**src/rtl/mux_2_1_arbiter_pkg.sv**
```systemverilog
// rtl/mux_2_1_arbiter_pkg.sv - shared state encodings and helpers for the two-port arbiter
package mux_2_1_arbiter_pkg;

  localparam int DEFAULT_BUS_WIDTH = 32;

  typedef enum logic [1:0] {
    ST_IDLE  = 2'd0,
    ST_BUSY0 = 2'd1,
    ST_BUSY1 = 2'd2
  } state_t;

  function automatic state_t busy_state(input logic owner);
    return owner ? ST_BUSY1 : ST_BUSY0;
  endfunction

endpackage

```
**src/rtl/mux_2_1.sv**
```systemverilog
// rtl/mux_2_1.sv - two-input data mux, sel=1 picks in1
module mux_2_1 #(
  parameter int BUS_WIDTH = 32
) (
  input  logic                 sel,
  input  logic [BUS_WIDTH-1:0] in0,
  input  logic [BUS_WIDTH-1:0] in1,
  output logic [BUS_WIDTH-1:0] out
);

  assign out = sel ? in1 : in0;

endmodule

```
**src/rtl/mux_2_1_arbiter.sv**
```systemverilog
// rtl/mux_2_1_arbiter.sv - round-robin, burst-locked arbiter for two valid/ready sources
module mux_2_1_arbiter
  import mux_2_1_arbiter_pkg::*;
#(
  parameter int BUS_WIDTH = DEFAULT_BUS_WIDTH
) (
  input  logic                 clk,
  input  logic                 rst,
  input  logic                 in0_valid,
  input  logic [BUS_WIDTH-1:0] in0_data,
  input  logic                 in0_last,
  output logic                 in0_ready,
  input  logic                 in1_valid,
  input  logic [BUS_WIDTH-1:0] in1_data,
  input  logic                 in1_last,
  output logic                 in1_ready,
  output logic                 out_valid,
  output logic [BUS_WIDTH-1:0] out_data,
  output logic                 out_last,
  input  logic                 out_ready,
  output logic                 grant,
  output logic                 busy
);

  state_t               state, state_nxt;
  logic                 prio;
  logic                 grant_nxt;
  logic                 can_load;
  logic                 load;
  logic                 cur_last;
  logic [BUS_WIDTH-1:0] mux_out;

  mux_2_1 #(.BUS_WIDTH(BUS_WIDTH)) u_mux (
    .sel (grant),
    .in0 (in0_data),
    .in1 (in1_data),
    .out (mux_out)
  );

  // The output slot is free when empty or being drained this cycle.
  assign can_load = ~out_valid | out_ready;
  assign cur_last = grant ? in1_last : in0_last;
  assign busy     = (state != ST_IDLE);

  always_comb begin
    state_nxt = state;
    grant_nxt = grant;
    in0_ready = 1'b0;
    in1_ready = 1'b0;
    load      = 1'b0;
    case (state)
      ST_IDLE: begin
        if (in0_valid & in1_valid) begin
          state_nxt = busy_state(prio);
          grant_nxt = prio;
        end else if (in0_valid) begin
          state_nxt = ST_BUSY0;
          grant_nxt = 1'b0;
        end else if (in1_valid) begin
          state_nxt = ST_BUSY1;
          grant_nxt = 1'b1;
        end
      end
      ST_BUSY0: begin
        in0_ready = can_load;
        load      = in0_valid & can_load;
        if (load & in0_last) state_nxt = ST_IDLE;
      end
      ST_BUSY1: begin
        in1_ready = can_load;
        load      = in1_valid & can_load;
        if (load & in1_last) state_nxt = ST_IDLE;
      end
      default: state_nxt = ST_IDLE;
    endcase
  end

  always_ff @(posedge clk or posedge rst) begin
    if (rst) begin
      state <= ST_IDLE;
      grant <= 1'b0;
      prio  <= 1'b0;
    end else begin
      state <= state_nxt;
      grant <= grant_nxt;
      // Priority flips to the other side only once a whole burst is done.
      if (load & cur_last) prio <= ~grant;
    end
  end

  always_ff @(posedge clk or posedge rst) begin
    if (rst) begin
      out_valid <= 1'b0;
      out_data  <= '0;
      out_last  <= 1'b0;
    end else if (load) begin
      out_valid <= 1'b1;
      out_data  <= mux_out;
      out_last  <= cur_last;
    end else if (out_valid & out_ready) begin
      out_valid <= 1'b0;
    end
  end

endmodule

```
**config.mk**
```make
export PLATFORM = sky130hd
export DESIGN_NAME = mux_2_1_arbiter
export DESIGN_NICKNAME = d
export VERILOG_FILES = /design/src/rtl/mux_2_1_arbiter_pkg.sv /design/src/rtl/mux_2_1.sv /design/src/rtl/mux_2_1_arbiter.sv
export SDC_FILE = /design/constraint.sdc
export NUM_CORES = 1
export LEC_CHECK = 0
export CAP_MARGIN = 20
export CORE_MARGIN = 1.5
export CORE_UTILIZATION = 38
export DETAILED_ROUTE_END_ITERATION = 16
export PLACE_DENSITY_LB_ADDON = 0.1
export SYNTH_ARGS = -nofsm -noshare
export SYNTH_HDL_FRONTEND = slang
export SYNTH_SLANG_ARGS = --single-unit
```
**constraint.sdc**
```tcl
create_clock -name clk -period 2.1 [get_ports clk]
set_clock_uncertainty 0.1 [all_clocks]
set_input_delay 0.42 -clock clk [delete_from_list [all_inputs] [get_ports clk]]
set_output_delay 0.42 -clock clk [all_outputs]
set_load 0.02 [all_outputs]
```
* Yosys cells after proc, flatten, opt, wreduce, memory -nomap -nowiden *
Index checks and enable logic that the tools add are counted.

storage, ports and cells
  output and inout bits = 38
  register bits after elaboration = 38
  input port bits = 71

operators by class
  equality and inequality tests = 5
  reductions and logical operators = 6
  muxes and demuxes = 17
  bitwise logic cells = 10

operators by type and width
  cell                                                                   number
  32-bit 2-to-1 mux                                                      1
  2-bit 2-to-1 mux                                                       6
  1-bit 2-to-1 mux                                                       8
  1-bit bitwise AND                                                      7
  2-bit one-hot mux with 3 select lines                                  1
  2-bit != test, second input constant                                   2
  4-bit != test, second input constant                                   1
  2-bit nonzero test                                                     2
  3-bit AND reduction                                                    1
  3-bit nonzero test                                                     1
  2-bit by 1-bit equality test with 1-bit output, second input constant  1
  2-bit equality test, second input constant                             1
  2-bit zero test                                                        1
  1-bit NOT                                                              2
  1-bit one-hot mux with 2 select lines                                  1
  2-bit AND reduction                                                    1
  1-bit bitwise OR                                                       1

* Depth between registers and ports, before layout *
  word-level depth = 6
  depth in mapped cells = 8
  depth with buffers taken out = 6

* Cells and area by module *
A second synthesis with hierarchy kept.

second synthesis, totals
  cell total of the unflattened synthesis = 145
  area total of the unflattened synthesis = 2233.4 µm²

by module, submodules not included
  module           cells an instance  sequential area each (µm²)  instances  area each (µm²)
  mux_2_1_arbiter  109                950.9                       1          1689.1
  mux_2_1          36                 0.0                         1          544.3

* Least setup slack after synthesis *
No wires, ideal clock.

  path kind = flip-flop to flip-flop
  from = register state[0]
  to = register out_data[0]
  stages on the path, launching flop included = 7
  arrival = 1.311 ns
  library setup time = 0.132 ns
  required time = 1.868 ns
  period minus slack after synthesis = 1.543 ns
  setup slack = 0.557 ns
  path through = dfrtp_1 > inv_1 > ha_1 > a22o_1 > nand3_2 > clkbuf_1 > o21ai_1

between the ends
  word-level cells in the longest chain between the ends = 2
  elaborated cells between the ends (all ways) = 3
  those cells by class = eq/ne (2); mux (1)

RTL lines
  what                                                                                          line                   RTL
  start: declaration                                                                            mux_2_1_arbiter.sv:25  state_t state, state_nxt;
  start signal: assignment                                                                      mux_2_1_arbiter.sv:84  state <= state_nxt;
  2-bit equality test / 2-bit by 1-bit equality test with 1-bit output (equally long branches)  mux_2_1_arbiter.sv:51  case (state)
  1-bit one-hot mux with 2 select lines *                                                       mux_2_1_arbiter.sv:51
  end signal: assignment                                                                        mux_2_1_arbiter.sv:98  out_data <= mux_out;
  end: declaration                                                                              mux_2_1_arbiter.sv:18  output logic [BUS_WIDTH-1:0] out_data,

Every way passes the cells marked *; elsewhere a longest branch is shown, timed or not.
A chain may end at the register's enable or synchronous reset.

* Worst setup path after layout *
  from = input out_ready
  to = output in1_ready

between the ends
  word-level cells in the longest chain between the ends = 2

RTL lines
  what                line                   RTL
  start: declaration  mux_2_1_arbiter.sv:20  input logic out_ready,
  1-bit bitwise OR    mux_2_1_arbiter.sv:41  assign can_load = ~out_valid | out_ready;
  1-bit 2-to-1 mux    mux_2_1_arbiter.sv:51
  end: declaration    mux_2_1_arbiter.sv:16  output logic in1_ready,

No other way between the ends.

==> impl_metrics.tcl <==
set metrics [dict create \
    outcome "finished, final reports clean" \
    power.density_mw_per_mm2 1298 \
    reg2reg_slack_ns 0.28 \
    required_ns 1.58 \
    hold_class "reg2reg" \
    cts_root_buffer "clkbuf_8" \
    yosys.area.top_type "dfrtp_1" \
    ios 109 \
    syn_area_per_cell_um2 10.31 \
    synth-edff-count 0 \
    fin_area_mm2 0.003078 \
    setup_viol 0 \
    ys_ff_latch 38 \
    pre_cts_ws_ns -0.1278 \
    hold_depth 2 \
    grtUsageTotal 0.1781 \
    fmax_mhz 509.9 \
    synthMuxAreaShare 0.1771 \
    ys_warn_count 0 \
    netlist_top_cells_count "38 x dfrtp_1, 38 x nand2_1, 33 x mux2i_1" \
    syn-num-nets 255 \
    clkTransAtPathRegs_ns 0.07 \
    grt_max_degree 39 \
    async_flop_share 1.000 \
    totalWireLength_um 4394 \
    startpoint_type "input port" \
    wl_per_cell_um 12.31 \
    core_area_mm2 0.004723 \
    fin_nets 365 \
    start_util 0.3950 \
    hpwl_um 3349 \
    io_buffer_count 108 \
    min-delay-start "out_data[16]$_DFFE_PP0P_" \
    cts_made_buffers 5 \
    drv_cap 0 \
    die_width_um 73.07 \
    period_share 0.9340 \
    dp_cells 351 \
    cts_tree "done" \
    p_leak_nw 1.386 \
    synth-compound-area-share 0.1341 \
    synthAdderAreaFrac 0.02012 \
    holdPathEnd "out_data[16]$_DFFE_PP0P_" \
    fin_crit_ns 1.961 \
    die_y_um 73.07 \
    finalCoreUtilization 0.6517 \
    crit_arrival_ns 1.44 \
    synth_area_leaders "dfrtp_1 51%, mux2i_1 18%, o21ai_1 8.3%" \
    die_area_mm2 0.005338 \
    antenna_found_initial 0 \
    netlist_instances 181 \
    grt_pass1_wl_um 7251 \
    ff2ff_path_depth 7 \
    diodes 0 \
    ant_nets 0 \
    rsz0062_at_grt "no" \
    synth_cell_types 22 \
    dpl_cell_area_mm2 0.002999 \
    fin_cells 357 \
    fin_ws_ns 0.1387 \
    core.rowCount 25 \
    grt_overflow_total 0 \
    areaGrowthSynthToFinish_pct 64.99 \
    first_global_vias 1562 \
    synth_top_family_by_area "multiplexers" \
    num_vias 1637 \
    relSlewSlack 0.6111 \
    drive_gt1_frac 0.05517 \
    cp_max_fo 3 \
    reg2reg_from "state[0]$_DFFE_PP0P_" \
    vdd.ir_drop.worst_mv 0.7500 \
    drtIter0Drc 59 \
    synth_xor_area_frac 0 \
    clk_latency_ns 0.28 \
    hold_violations 0 \
    postCtsSetupRepairBufs 0 \
    reg2reg_to "out_data[15]$_DFFE_PP0P_" \
    vias_per_cell 4.585 \
    clockBufferDepth 2 \
    final-max-slew-violation-count 0 \
    end_kind "output port" \
    yosys.area_share.simple 0.1033 \
    worst_slew_pin_slew_ns 0.5834 \
    critical_path_class "in2out" \
    crit_start "out_ready" \
    cts_sinks 38 \
    h-tree-depth 2 \
    synthFlopType "dfrtp_1" \
    syn_area_mm2 0.001866 \
    dr.pass1.iters 4 \
    synth.top_cell.area_share 0.5097 \
    place.gp.congestion 0.7553 \
    route.detailed.drc 0 \
    seq_area_frac_synth 0.5097 \
]
## layer usage
| layer | GRT usage | vias to the layer above | routed length (um) |
|---|---|---|---|
| met3 | 0.05663 | 4 | 358 |
| met4 | 0.05031 | 0 | 36 |
| li1 | - | 840 | - |
| met5 | 0 | - | 0 |
| met1 | 0.2175 | 728 | 1845 |
| met2 | 0.3010 | 65 | 2153 |
## flip-flops by register name (all words and copies together) (netlist names)
name       cells
state          2
prio           1
out_last       1
grant          1
out_data      32
out_valid      1
## worst max-delay path, stage by stage
cell	delay, ns
clkdlybuf4s50_1	0.46
nand2b_4	0.12
and2_1	0.12
dlygate4sd2_1	0.33
## timing repair
item / CTS / global route
setup endpoints to repair: 3 / 0
hold endpoints to repair: 0 / 0
gates resized for setup: 3 / 0
hold buffers: 0 / 0
## layout make-up
type / count / area [um2]
inverter: 7 / 26.28
multi-input combinational: 125 / 810.8
fill: 408 / 1645
clock buffer: 6 / 82.58
tap: 67 / 83.83
timing repair buffer: 114 / 1122
sequential: 38 / 952.2
## per-stage QoR
| step | total power [mW] | TNS [ns] | hold WS (ns) |
|---|---|---|---|
| 4_1_cts | 4.059 | 0 | 0.3855 |
| 5_1_grt | 4.301 | 0 | 0.4031 |
| 2_1_floorplan | 2.610 | 0 | 0.3760 |
| 6_report | 3.997 | 0 | 0.3769 |
| 3_5_place_dp | 3.587 | -0.2456 | 0.3695 |
| 3_3_place_gp | 3.544 | -0.2623 | 0.3626 |
## report_power, final
group	internal, mW	switching (mW)	total, mW
Sequential	1.07	0.168	1.23
Clock	0.253	0.232	0.485
Combinational	1.10	1.18	2.28
## how the worst max path moves through the flow
stage	endpoint	slack (ns)	cells past startpoint
floorplan	out_data[0]$_DFFE_PP0P_	0.56	6
global placement	in1_ready	-0.13	4
detailed placement	in1_ready	-0.13	4
CTS	in1_ready	0.13	4
global route	in0_ready	0.07	4
finish	in1_ready	0.14	4
## layout by cell type, fill, tap and decap left out, drive strengths merged
| master | count |
|---|---|
| a211oi | 1 |
| a21o | 1 |
| a21oi | 3 |
| a221o | 1 |
| a22o | 2 |
| a31oi | 1 |
| a41oi | 1 |
| and2 | 2 |
| buf | 6 |
| clkbuf | 6 |
| clkdlybuf4s50 | 105 |
| dfrtp | 38 |
| dlygate4sd2 | 3 |
| ha | 3 |
| inv | 7 |
| mux2i | 33 |
| nand2 | 38 |
| nand2b | 1 |
| nand3 | 2 |
| nor2 | 1 |
| o211ai | 1 |
| o21ai | 34 |
## cells by family (layout without fill, tap and decap cells)
group	Yosys count	in the layout
AO/OA/AOI/OAI	45	45
AND/OR/NAND/NOR	44	44
flip-flops	38	38
multiplexers	33	33
buffers and inverters	18	127
adder cells (fa/ha/maj)	3	3
(Power assumes the default switching activity.)
